**config.mk**
```make
export PLATFORM = sky130hd
export DESIGN_NAME = cnt_load_sched
export DESIGN_NICKNAME = d
export VERILOG_FILES = /design/src/rtl/cnt_load_sched.sv
export SDC_FILE = /design/constraint.sdc
export NUM_CORES = 1
export LEC_CHECK = 0
export ABC_AREA = 1
export BUFFER_PORTS_ARGS = -buffer_cell sky130_fd_sc_hd__buf_2
export CAP_MARGIN = 20
export CORE_AREA = 5 5 52 99
export DETAILED_ROUTE_END_ITERATION = 10
export DIE_AREA = 0 0 57 104
export GPL_TIMING_DRIVEN = 0
export HOLD_SLACK_MARGIN = 0.1
export PLACE_DENSITY = 0.79
export SETUP_SLACK_MARGIN = 0.5
export SLEW_MARGIN = 20
export SYNTH_ARGS = -nofsm -noshare
export SYNTH_HDL_FRONTEND = slang
export SYNTH_SLANG_ARGS = --single-unit
export TNS_END_PERCENT = 20
```
**constraint.sdc**
```tcl
create_clock -name clk -period 5.5 [get_ports clk]
set_clock_uncertainty 0.05 [all_clocks]
set_input_delay 0.275 -clock clk [delete_from_list [all_inputs] [get_ports clk]]
set_output_delay 0.275 -clock clk [all_outputs]
set_load 0.1 [all_outputs]
```
**src/rtl/cnt_load_sched.sv**
```systemverilog
// Round-robin load arbiter and run/hold sequencer for an external 8-bit loadable up-counter.
// All outputs are registered; the counter is frozen by rewriting its own next value each cycle.
module cnt_load_sched #(
  parameter int NREQ  = 4,
  parameter int WIDTH = 8
) (
  input  logic                  clk,
  input  logic                  reset,
  input  logic [NREQ-1:0]       req,
  input  logic [NREQ*WIDTH-1:0] req_data,
  output logic [NREQ-1:0]       gnt,
  input  logic                  start,
  input  logic                  stop,
  input  logic                  auto_stop,
  input  logic [WIDTH-1:0]      tc_value,
  input  logic [WIDTH-1:0]      cnt_data,
  output logic                  cnt_wr,
  output logic [WIDTH-1:0]      cnt_wdata,
  output logic                  running,
  output logic                  tc_hit
);

  localparam int PW = (NREQ > 1) ? $clog2(NREQ) : 1;

  typedef enum logic [1:0] {
    ACT_GRANT,
    ACT_RUN,
    ACT_HOLD
  } action_t;

  logic [PW-1:0]    ptr;
  logic [PW-1:0]    ptr_nxt;
  logic [PW-1:0]    idx;
  logic [PW-1:0]    win;
  logic             found;
  logic [NREQ-1:0]  gnt_onehot;
  logic [WIDTH-1:0] data_arr [NREQ];
  logic [WIDTH-1:0] win_data;
  logic [WIDTH-1:0] inc;
  logic [WIDTH-1:0] nv;
  logic             tc_cond;
  logic             run_nxt;
  action_t          action;

  for (genvar i = 0; i < NREQ; i++) begin : g_data
    assign data_arr[i] = req_data[i*WIDTH +: WIDTH];
  end

  // First requester at or above ptr, wrapping around, wins.
  // NOTE: every signal written here gets a default first, so no path can infer a latch.
  always_comb begin
    found = 1'b0;
    win   = '0;
    idx   = '0;
    for (int j = 0; j < NREQ; j++) begin
      idx = PW'((int'(ptr) + j) % NREQ);
      if (!found && req[idx]) begin
        found = 1'b1;
        win   = idx;
      end
    end
  end

  always_comb begin
    if (int'(win) == NREQ - 1) ptr_nxt = '0;
    else                       ptr_nxt = win + 1'b1;
  end

  assign gnt_onehot = {{(NREQ-1){1'b0}}, 1'b1} << win;
  assign win_data   = data_arr[win];

  // Value the counter takes at this edge, given what we are driving into it right now.
  assign inc     = cnt_data + 1'b1;
  assign nv      = cnt_wr ? cnt_wdata : inc;
  assign tc_cond = !cnt_wr && (inc == tc_value);

  always_comb begin
    if (stop)                       run_nxt = 1'b0;
    else if (auto_stop && tc_cond)  run_nxt = 1'b0;
    else if (start)                 run_nxt = 1'b1;
    else                            run_nxt = running;
  end

  always_comb begin
    if (found)        action = ACT_GRANT;
    else if (run_nxt) action = ACT_RUN;
    else              action = ACT_HOLD;
  end

  // NOTE: sequential state uses non-blocking assignments so every register samples pre-edge values.
  always_ff @(posedge clk or posedge reset) begin
    if (reset) begin
      gnt       <= '0;
      cnt_wr    <= 1'b0;
      cnt_wdata <= '0;
      running   <= 1'b0;
      tc_hit    <= 1'b0;
      ptr       <= '0;
    end else begin
      running <= run_nxt;
      tc_hit  <= tc_cond;
      unique case (action)
        ACT_GRANT: begin
          gnt       <= gnt_onehot;
          cnt_wr    <= 1'b1;
          cnt_wdata <= win_data;
          ptr       <= ptr_nxt;
        end
        ACT_RUN: begin
          gnt    <= '0;
          cnt_wr <= 1'b0;
        end
        default: begin
          // Hold: rewrite the value the counter is about to take, freezing it there.
          gnt       <= '0;
          cnt_wr    <= 1'b1;
          cnt_wdata <= nv;
        end
      endcase
    end
  end

endmodule

```
## Yosys cells after proc, flatten, opt, wreduce, memory -nomap -nowiden

Cells that the tools add are included.

| word-level totals | value |
|---|---|
| bits in registers | 17 |
| bits of input ports | 57 |
| output and inout bits | 15 |
| logic and storage cells | 63 |

| operators by class | value |
|---|---|
| $add $sub $neg | 5 |
| magnitude comparators | 5 |
| equality and inequality tests | 4 |
| shift operators | 1 |
| multiplexer cells | 29 |
| bitwise operators | 2 |
| reduce and logical (&&, ||, !) cells | 11 |

Operator list:

| cell | number |
|---|---|
| 8-bit 2-to-1 mux | 3 |
| 8-bit binary-select mux with 2-bit select | 1 |
| 8-bit one-hot mux with 2 select lines | 1 |
| 2-bit 2-to-1 mux | 7 |
| 2-bit by 3-bit less-than comparator with 1-bit output, second input constant | 4 |
| 1-bit 2-to-1 mux | 12 |
| 8-bit by 1-bit adder with 8-bit output, second input constant | 1 |
| 1-bit binary-select mux with 2-bit select | 4 |
| 8-bit equality test | 1 |
| 1-bit logical AND | 5 |
| 2-bit by 1-bit adder with 2-bit output, second input constant | 2 |
| 2-bit adder, second input constant | 2 |
| 2-bit by 1-bit equality test with 1-bit output, second input constant | 2 |
| 1-bit zero test | 4 |
| 4-bit 2-to-1 mux | 1 |
| 1-bit by 2-bit left shift with 4-bit output, first input constant | 1 |
| 3-bit greater-or-equal comparator, second input constant | 1 |
| 2-bit inverter with 3-bit output | 1 |
| 2-bit zero test | 1 |
| 2-bit by 1-bit != test with 1-bit output, second input constant | 1 |
| 2-bit AND reduction | 1 |
| 1-bit inverter | 1 |

## Depth between registers and ports, before layout

Gate-level depths: netlist of the first run.

| logic depth | value |
|---|---|
| depth after elaboration | 17 |
| mapped depth | 16 |
| mapped depth without buffers | 14 |

## Least setup slack after synthesis of the first run

No wires, ideal clock.

| timing path | value |
|---|---|
| kind | reg2reg |
| start | register cnt_wr |
| end | register cnt_wdata[0] |
| setup time | 0.122 ns |
| arrival time | 1.871 ns |
| path slack | 3.457 ns |
| stages on the path, launching flop included | 11 |
| cell sequence | dfrtp_1 -> nor2_1 -> nand3_1 -> nor2_1 -> nand3_1 -> nor3_1 -> nand3_1 -> nand2_1 -> nand3_1 -> nand2_1 -> nor2_1 |

| on the way | value |
|---|---|
| word-level cells in the longest chain between the ends | 10 |

RTL lines:

| element | line | source |
|---|---|---|
| from (decl) | 17 | `output logic cnt_wr,` |
| from (signal assigned) | 94 | `cnt_wr <= 1'b0;` |
| from (signal assigned) | 105 | `cnt_wr <= 1'b1;` |
| from (signal assigned) | 111 | `cnt_wr <= 1'b0;` |
| 1-bit zero test | 75 | `assign tc_cond = !cnt_wr && (inc == tc_value);` |
| 1-bit logical AND | 75 |  |
| 1-bit logical AND | 79 | `else if (auto_stop && tc_cond) run_nxt = 1'b0;` |
| 1-bit 2-to-1 mux | 79 |  |
| 1-bit 2-to-1 mux | 78 | `if (stop) run_nxt = 1'b0;` |
| 2-bit 2-to-1 mux | 86 | `else if (run_nxt) action = ACT_RUN;` |
| 2-bit 2-to-1 mux | 85 | `if (found) action = ACT_GRANT;` |
| 2-bit zero test or 2-bit by 1-bit equality test with 1-bit output (tied branches) | 102 | `unique case (action)` |
| 2-bit by 1-bit != test with 1-bit output (no source line) or 1-bit inverter (tied branches) | -- |  |
| 2-bit AND reduction (no source line) | -- |  |
| to (signal assigned) | 106 | `cnt_wdata <= win_data;` |
| to (signal assigned) | 117 | `cnt_wdata <= nv;` |
| to (decl) | 18 | `output logic [WIDTH-1:0] cnt_wdata,` |

Parallel ways exist; a longest one is shown, timed or not.
A chain may end at the register's enable or synchronous reset.

## Worst setup path after layout of the first run

| timing path | value |
|---|---|
| start | register ptr[0] |
| end | register ptr[1] |

| on the way | value |
|---|---|
| word-level cells in the longest chain between the ends | 14 |

RTL lines:

| element | line | source |
|---|---|---|
| from (decl) | 31 | `logic [PW-1:0] ptr;` |
| from (signal assigned) | 107 | `ptr <= ptr_nxt;` |
| branches (longest 11 deep; another with 2-bit by 1-bit adder with 2-bit output) | -- |  |
| 2-bit 2-to-1 mux * | 57 | `if (!found && req[idx]) begin` |
| 2-bit by 1-bit adder with 2-bit output or 2-bit by 1-bit equality test with 1-bit output (tied branches) | 66, 65 |  |
| 2-bit 2-to-1 mux * | 65 | `if (int'(win) == NREQ - 1) ptr_nxt = '0;` |
| named net ptr_nxt[1] | 32 | `logic [PW-1:0] ptr_nxt;` |

Mark *: on every way through the listed nets, which the timed path passes. The select of a mux whose other input is x is not followed.

==> results of run 1 <==
-- repair_timing --
item | in CTS | in global routing
buffers inserted | 0 | 0
hold buffers | 1 | 0
endpoints found under the hold margin | 17 | 0
-- sequential cells by signal, indices dropped and copies added, names as in the netlist --
name       cells
cnt_wdata      8
ptr            2
running        1
cnt_wr         1
gnt            4
tc_hit         1
-- per-layer routing --
layer | GRT usage | part of all wire
met1 | 0.160 | 0.34
met2 | 0.358 | 0.58
met3 | 0.00373 | 0.037
met4 | 0.0746 | 0.038
met5 | 0 | 0
-- cell families after synthesis --
group,after synthesis
buf+inv,74
fa+ha+maj,5
simple gates,205
compound gates,15
flops,17
-- critical path, stage by stage, from the launching register on --
cell,delay [ns]
dfrtp_1,0.37
buf_6,0.14
inv_6,0.10
nand2_1,0.05
nand2_1,0.11
nand2_1,0.08
nand2_1,0.12
nor2_4,0.05
nand3_1,0.07
nand3_1,0.09
nand2_2,0.20
clkinv_2,0.19
ha_1,0.31
nand2_1,0.06
o21ai_0,0.07
-- through the flow --
| step | power (mW) | std cells | hold WS [ns] |
|---|---|---|---|
| 5_1_grt | 1.85 | 446 | 0.314 |
| 4_1_cts | 1.70 | 446 | 0.300 |
| 2_1_floorplan | 1.31 | 316 | 0.151 |
| 3_3_place_gp | 1.56 | 441 | 0.323 |
| 6_report | 1.69 | 446 | 0.299 |
| 3_5_place_dp | 1.60 | 441 | 0.329 |
-- worst paths after layout --
kind | startpoint | endpoint | slack, ns | cells past startpoint
setup / recovery | ptr[0] | ptr[1] | 3.32 | 14
hold / removal | stop | cnt_wr | 0.30 | 3
setup reg to reg | ptr[0] | ptr[1] | 3.32 | 14
hold reg to reg | cnt_wdata[3] | cnt_wdata[3] | 0.46 | 2
max in group asynchronous | reset | cnt_wdata[2] | 4.42 | 3
min in group asynchronous | reset | cnt_wdata[4] | 0.58 | 3
-- synth_stat cells (all sizes together), types with 3 or more instances --
| master | number | area share |
|---|---|---|
| inv | 65 | 0.14 |
| nand3 | 54 | 0.17 |
| nand2 | 103 | 0.22 |
| buf | 7 | 0.026 |
| dfrtp | 17 | 0.23 |
| nand3b | 3 | 0.012 |
| a21oi | 12 | 0.033 |
| nand4 | 17 | 0.058 |
| nor2 | 26 | 0.057 |
| ha | 5 | 0.034 |
| o21ai | 3 | 0.010 |
-- cell type report --
type,count,area share
clock buffers,3,0.0178
flip-flops and latches,17,0.184
clock inverters,1,0.00216
repair buffers,72,0.158
multi-input cells,225,0.477
well taps,54,0.0292
plain buffers,8,0.0222
inverters,66,0.110
-- where the power goes --
group	leakage, nW	internal (mW)	switching, mW	total [mW]
logic	1.23	0.379	0.999	1.38
clock network	0.0255	0.0502	0.0428	0.0931
registers	0.204	0.191	0.0320	0.223
total	1.46	0.620	1.07	1.69
==> out/qor.csv, run 1 <==
stage,metric,value,unit
run_status,status,completed,
cts,post-CTS sizing,0,
global_route,vias in the first global route,2118,
final_layout,multi-input logic area,1100,sq um
route,Post-Route WL,5.20,mm
power,maximum vdd drop,384,uV
sta,Final Max Tran Viols,0,
final_layout,"commonest non-fill, non-tap cell in the layout",nand2_1,
yosys,synth warn,0,
final_layout,Area Growth Syn to Fin,26.1,%
sta,Slew Limit Headroom,0.592,
route,Via-to-Cell Ratio,4.90,
route,WL per Instance,11.6,um
global_route,largest net degree at the start of global routing,18,
sta,# setup viols final,0,
placement,pre-CTS setup slack,3.32,ns
sta,Slew @ Worst Pin,0.612,ns
power,Power Dens Cells,732,nW/um^2
floorplan,Initial Util,0.423,
setup_path,CP required,5.58,ns
setup_path,Worst setup SP type,register,
yosys,syn nets,378,
yosys,Simple-Gate Fraction of Synth Area,0.525,
yosys,post-synthesis compound-gate area fraction,0.0430,
final_layout,Seq. cell area,425,sq um
final_layout,layout cells sized above 1,0.253,
yosys,Syn Area/Cell,5.80,sq um
floorplan,I/O pin count,72,
yosys,sequential fraction of the synthesis area,0.232,
final_layout,Final Instance Area,2310,sq um
sta,Final WS setup,3.32,ns
route,drt pass-1 iters,4,
global_route,gr ovfl total,0,
yosys,XOR/XNOR Fraction of Synth Area,0,
cts,later-pin clock latency in the skew report,0.25,ns
placement,Post-DP Area,2260,sq um
yosys,count of flip-flops with a built-in enable after synthesis,0,
cts,clk slew on worst S/H paths,0.07,ns
global_route,initial antenna violation count,0,
route,ANT nets after route,0,
power,P_leak,1.46,nW
global_route,GRT Overall Usage,0.172,
floorplan,# rows,34,
yosys,Mapped Area,1830,sq um
route,initial drt markers,58,
sta,fin crit share,0.396,
cts,CTS Buffer Depth,2,
yosys,main combinational cell family by area after synthesis,simple AND/OR/NAND/NOR gates,
cts,H-tree Lvls,1,
cts,CTS Buf Count,3,
placement,routability cong.,0.875,
flow_run,maxcap violations,0,
yosys,adder-cell share of the synthesized area,0.0341,
sta,final hold viol count,0,
placement,Detailed Place HPWL,4.46,mm
floorplan,Die Footprint,5930,sq um
cts,clock sinks,17,
cts,clock root cell,clkbuf_8,
hold_path,type of the most critical hold path,in -> reg,
yosys,Netlist cell types,25,
setup_path,Crit Path Category,reg -> reg,
sta,crit path time final,2.18,ns
sta,RSZ-0062 raised after global routing,no,
cts,TritonCTS clock tree,done,
yosys,"Top FF cell, synth",dfrtp_1,
sta,FMAX,459,MHz
yosys,multiplexer share of the synthesized area,0,
global_route,first-pass GRT wire length,8.46,mm
yosys,Synth Register Bits,17,
floorplan,Die Wd,57,um
placement,IO Port Bufs,71,
final_layout,"Core Util, Final",0.533,
route,Vias,2185,
setup_path,CP endpoint kind,register,
floorplan,area of the core,4340,sq um
floorplan,die extent in y,104,um
route,DRC,0,
final_layout,Filler cells,488,
setup_path,Worst EP arrival,2.26,ns
yosys,asr flop ratio synth,1.00,
final_layout,"commonest non-fill, non-tap cells in the layout","97 x nand2_1, 76 x buf_2, 62 x inv_1",
yosys,post-synthesis cell count,316,
sta,setup_tns,0,ns
final_layout,# diodes,0,
final_layout,Final #Nets,455,
setup_path,Crit Path Max Fanout,11,
Note: power is estimated with default switching activity, not from simulation.
==> inputs of run 2 (changes only) <==
clock period = 2.2 ns   (was 5.5 ns; I/O delays follow)
==> out/qor.csv, run 2 (synthesized netlist as in run 1, its figures left out) <==
stage,metric,value,unit
floorplan,Die Wd,57,um
hold_path,type of the most critical hold path,in -> reg,
cts,later-pin clock latency in the skew report,0.26,ns
route,Vias,2341,
global_route,M1 GR Usage,0.174,
sta,Slew Limit Headroom,0.593,
route,DRC,0,
setup_path,CP required,2.34,ns
global_route,GRT Overall Usage,0.191,
sta,setup_tns,0,ns
cts,CTS Buffer Depth,2,
sta,Final Max Tran Viols,0,
placement,Detailed Place HPWL,4.31,mm
placement,routability cong.,0.820,
setup_path,Worst EP arrival,2.22,ns
setup_path,CP endpoint kind,register,
final_layout,Reg with most FFs,cnt_wdata,
floorplan,Die Footprint,5930,sq um
final_layout,registers with the most flip-flops,"cnt_wdata (8), gnt (4), ptr (2)",
final_layout,Final #Nets,476,
route,initial drt markers,52,
setup_path,CP startpoint,ptr[0],
setup_path,Worst setup endpoint,cnt_wdata[7],
cts,clock sinks,17,
route,ANT nets after route,0,
setup_path,"critical path, cell by cell","buf_6, inv_8, nand2_2, nand3_2, nand2_2, nor2_4, nand4_1, nand2_4, buf_12, nand3_1, nand3_2, nand2_1, nor2_1",
sta,fin crit share,0.945,
sta,Final WS setup,0.122,ns
floorplan,die extent in y,104,um
setup_path,critical path depth,13,
final_layout,# diodes,0,
setup_path,r2r setup slk,0.12,ns
global_route,routing usage on met3,0.0236,
global_route,first-pass GRT wire length,9.43,mm
placement,pre-CTS setup slack,0.161,ns
sta,RSZ-0062 raised after global routing,yes,
floorplan,I/O pin count,72,
global_route,initial antenna violation count,0,
cts,clock root cell,clkbuf_8,
sta,final hold viol count,0,
cts,TritonCTS clock tree,done,
setup_path,RR Endpoint,cnt_wdata[7],
floorplan,# rows,34,
setup_path,Crit Path Category,reg -> reg,
final_layout,"commonest non-fill, non-tap cells in the layout","80 x nand2_1, 75 x buf_2, 59 x inv_1",
final_layout,max FFs per register,8,
final_layout,"commonest non-fill, non-tap cell in the layout",nand2_1,
setup_path,Worst setup SP type,register,
sta,FMAX,481,MHz
sta,Slew @ Worst Pin,0.609,ns
setup_path,crit-path max cell delay,0.41,ns
cts,clk slew on worst S/H paths,0.07,ns
floorplan,area of the core,4340,sq um
setup_path,worst reg2reg startpoint,ptr[0],
global_route,GR peak layer,met2,
global_route,GR met2 Demand/Resource,0.389,
global_route,gr ovfl total,0,
setup_path,CP Buf/Inv Count,3,
global_route,vias in the first global route,2367,
route,drt pass-1 iters,4,
setup_path,Reg2Reg Depth,13,
run_status,status,completed,
cts,CTS Buf Count,3,
floorplan,Initial Util,0.423,
setup_path,Crit Path Max Fanout,10,
sta,crit path time final,2.08,ns
sta,# setup viols final,0,
cts,H-tree Lvls,1,
final_layout,layout cells sized above 1,0.392,
setup_path,CP top delay family,simple AND/OR/NAND/NOR gates,
global_route,largest net degree at the start of global routing,18,
route,Via-to-Cell Ratio,5.01,
route,WL per Instance,12.8,um
route,Post-Route WL,5.97,mm
setup_path,Crit-path slowest cell,dfrtp_1,
placement,IO Port Bufs,71,
flow_run,maxcap violations,0,
final_layout,Area Growth Syn to Fin,49.4,%
-- run 2: changes by cell type in the layout (fill, tap and decap cells not counted), moves of 3 or more --
cell | before | now
a21oi_1 | 12 | 7
a21oi_2 | 0 | 5
buf_4 | 0 | 16
buf_6 | 2 | 5
inv_1 | 62 | 59
nand2_1 | 97 | 80
nand2_2 | 5 | 17
nand2_4 | 1 | 6
nand3_1 | 49 | 38
nand3_2 | 3 | 12
-- run 2: final cells by class --
class | instances | area (sq um)
fill | 403 | 1600
sequential | 17 | 429
inverter | 66 | 273
timing repair buffer | 93 | 564
buffer | 8 | 65.1
clock buffer | 3 | 41.3
tap | 54 | 67.6
clock inverter | 1 | 7.51
multi-input combinational | 225 | 1290
-- run 2: worst reg2reg max path, cell delays in order, from the launching register on --
cell	delay (ns)
dfrtp_1	0.41
buf_6	0.16
inv_8	0.09
nand2_2	0.07
nand3_2	0.08
nand2_2	0.08
nor2_4	0.18
nand4_1	0.22
nand2_4	0.19
buf_12	0.13
nand3_1	0.09
nand3_2	0.10
nand2_1	0.06
nor2_1	0.10
-- run 2: routing by layer --
layer  routed length (um)  vias to the layer above  share of wire
met5                    0                        -              0
met4                  197                        0          0.033
met3                  280                       21          0.047
met2                 3460                       85           0.58
met1                 2040                     1050           0.34
li1                     -                     1185              -
-- run 2: worst min-delay path by stage --
stage / start / cells after the start / to
finish: stop / 3 / cnt_wr
global route: stop / 3 / cnt_wr
CTS: stop / 3 / cnt_wr
detailed placement: reset / 2 / tc_hit
global placement: reset / 2 / tc_hit
floorplan: reset / 1 / cnt_wdata[0]
-- run 2: through the flow --
step	std cells	area (sq um)	hold WS, ns	util
6_report	467	2740	0.159	0.631
3_5_place_dp	441	2310	0.161	0.533
4_1_cts	464	2660	0.141	0.614
3_3_place_gp	441	2310	0.152	0.533
5_1_grt	467	2740	0.187	0.631
2_1_floorplan	316	1890	-0.0139	-
-- run 2: repair_timing --
action                                  4_1_cts  5_1_grt
gates resized for setup                      35       15
pin swaps                                    16       10
cloned                                        2        0
buffers inserted                             16        3
hold endpoints to repair                     17        0
endpoints found under the setup margin       15       16
hold buffers                                  1        0
Power of run 2 is not shown: default switching activity piles up to over one toggle a cycle in this logic, so the estimate is an artifact.
==> inputs of run 3 (changes only) <==
GPL_TIMING_DRIVEN = not set   (was 0)
==> out/qor.csv, run 3 (synthesized netlist as in run 1, its figures left out) <==
stage,metric,value,unit
cts,TritonCTS clock tree,done,
setup_path,Crit-path slowest cell,dfrtp_2,
setup_path,CP Buf/Inv Count,3,
final_layout,max FFs per register,8,
sta,Final Max Tran Viols,0,
sta,Slew Limit Headroom,0.575,
global_route,routing usage on met3,0.0211,
sta,Hold WS,0.257,ns
route,ANT nets after route,0,
floorplan,die extent in y,104,um
final_layout,Non-Filler Instances,480,
setup_path,"critical path, cell by cell","buf_12, inv_12, nand2_4, nand3_4, nand2_4, nor2_4, nand3_4, bufbuf_16, nand4_1, nand3_1, nand3_1, nand2_1, nor2_1",
route,Via-to-Cell Ratio,5.35,
floorplan,Die Footprint,5930,sq um
final_layout,"commonest non-fill, non-tap cells in the layout","72 x nand2_1, 71 x buf_2, 59 x inv_1",
route,WL per Instance,15.6,um
global_route,M1 GR Usage,0.237,
cts,CTS Buffer Depth,2,
placement,placed insts,434,
final_layout,registers with the most flip-flops,"cnt_wdata (8), gnt (4), ptr (2)",
sta,final hold viol count,0,
cts,clock sinks,17,
floorplan,I/O pin count,72,
global_route,largest net degree at the start of global routing,20,
hold_path,type of the most critical hold path,in -> reg,
setup_path,r2r setup slk,0.1,ns
cts,H-tree Lvls,1,
run_status,status,completed,
floorplan,area of the core,4340,sq um
sta,# setup viols final,0,
setup_path,CP startpoint,ptr[0],
sta,FMAX,476,MHz
setup_path,worst reg2reg startpoint,ptr[0],
setup_path,Crit Path Category,reg -> reg,
global_route,initial antenna violation count,0,
floorplan,Die Wd,57,um
route,initial drt markers,137,
route,DRC,0,
global_route,GRT Overall Usage,0.233,
placement,Detailed Place HPWL,4.30,mm
route,drt pass-1 iters,5,
sta,RSZ-0062 raised after global routing,yes,
final_layout,"Core Util, Final",0.702,
global_route,GR met2 Demand/Resource,0.452,
global_route,vias in the first global route,2474,
setup_path,Crit Path Max Fanout,10,
final_layout,Reg with most FFs,cnt_wdata,
setup_path,Reg2Reg Depth,13,
route,Vias,2567,
cts,CTS Buf Count,3,
setup_path,CP required,2.34,ns
setup_path,RR Endpoint,cnt_wdata[5],
setup_path,CP endpoint kind,register,
sta,setup_tns,0,ns
final_layout,layout cells sized above 1,0.446,
global_route,gr ovfl total,0,
setup_path,CP top delay family,simple AND/OR/NAND/NOR gates,
floorplan,# rows,34,
floorplan,Initial Util,0.423,
setup_path,Worst EP arrival,2.24,ns
sta,Slew @ Worst Pin,0.637,ns
setup_path,Worst setup SP type,register,
flow_run,maxcap violations,0,
route,Post-Route WL,7.47,mm
final_layout,Area Growth Syn to Fin,66.1,%
setup_path,critical path depth,13,
sta,crit path time final,2.10,ns
cts,clk slew on worst S/H paths,0.07,ns
setup_path,crit-path max cell delay,0.44,ns
setup_path,Worst setup endpoint,cnt_wdata[5],
global_route,first-pass GRT wire length,11.2,mm
cts,clock root cell,clkbuf_8,
final_layout,# diodes,0,
cts,later-pin clock latency in the skew report,0.26,ns
placement,routability cong.,0.866,
sta,fin crit share,0.955,
final_layout,Final #Nets,489,
global_route,GR peak layer,met2,
placement,IO Port Bufs,71,
final_layout,"commonest non-fill, non-tap cell in the layout",nand2_1,
-- run 3: cell types whose count changed in the layout (fill, tap and decap cells not counted), sizes merged --
cell / previous run / this run
buf: 99 / 105
clkbuf: 4 / 3
nand3: 54 / 58
nand2: 103 / 104
bufbuf: 0 / 1
clkinv: 0 / 2
-- run 3: how the worst min path moves through the flow --
| stage | startpoint | end | slack, ns | cells after the start |
|---|---|---|---|---|
| floorplan | reset | cnt_wdata[0] | -0.01 | 1 |
| global placement | reset | running | 0.17 | 2 |
| detailed placement | reset | tc_hit | 0.17 | 2 |
| finish | stop | cnt_wr | 0.26 | 4 |
| global route | stop | cnt_wr | 0.27 | 4 |
| CTS | stop | running | 0.25 | 4 |
-- run 3: metrics by stage --
step | area [sq um] | setup WS [ns]
6_report | 3050 | 0.0992
5_1_grt | 3050 | 0.0192
4_1_cts | 2890 | 0.203
3_5_place_dp | 2280 | 0.00512
3_3_place_gp | 2280 | 0.0430
2_1_floorplan | 1890 | 0.369
-- run 3: layer usage --
metal	vias to the layer above	routed length, um
li1	1227	-
met1	1168	2460
met2	134	4120
met3	38	451
met4	0	435
met5	-	0
-- run 3: cell type report --
cell class | count | area, sq um
multi-input combinational | 230 | 1460
fill | 370 | 1290
timing repair buffer | 107 | 744
sequential | 17 | 432
inverter | 66 | 278
tap | 54 | 67.6
clock buffer | 3 | 41.3
timing repair inverter | 2 | 17.5
clock inverter | 1 | 7.51
-- run 3: worst min-delay path, delay by kind of cell --
kind          cells  cell delay, ns
simple gates      2            0.23
buf+inv           2            0.18
-- run 3: what timing repair did --
item / 4_1_cts / 5_1_grt
endpoints found under the hold margin: 17 / 0
hold buffers: 1 / 0
pin swaps: 14 / 20
cloned: 10 / 0
resized for setup: 55 / 28
setup endpoints to repair: 15 / 16
buffers inserted: 25 / 6
Power of run 3 is left out for the same reason.
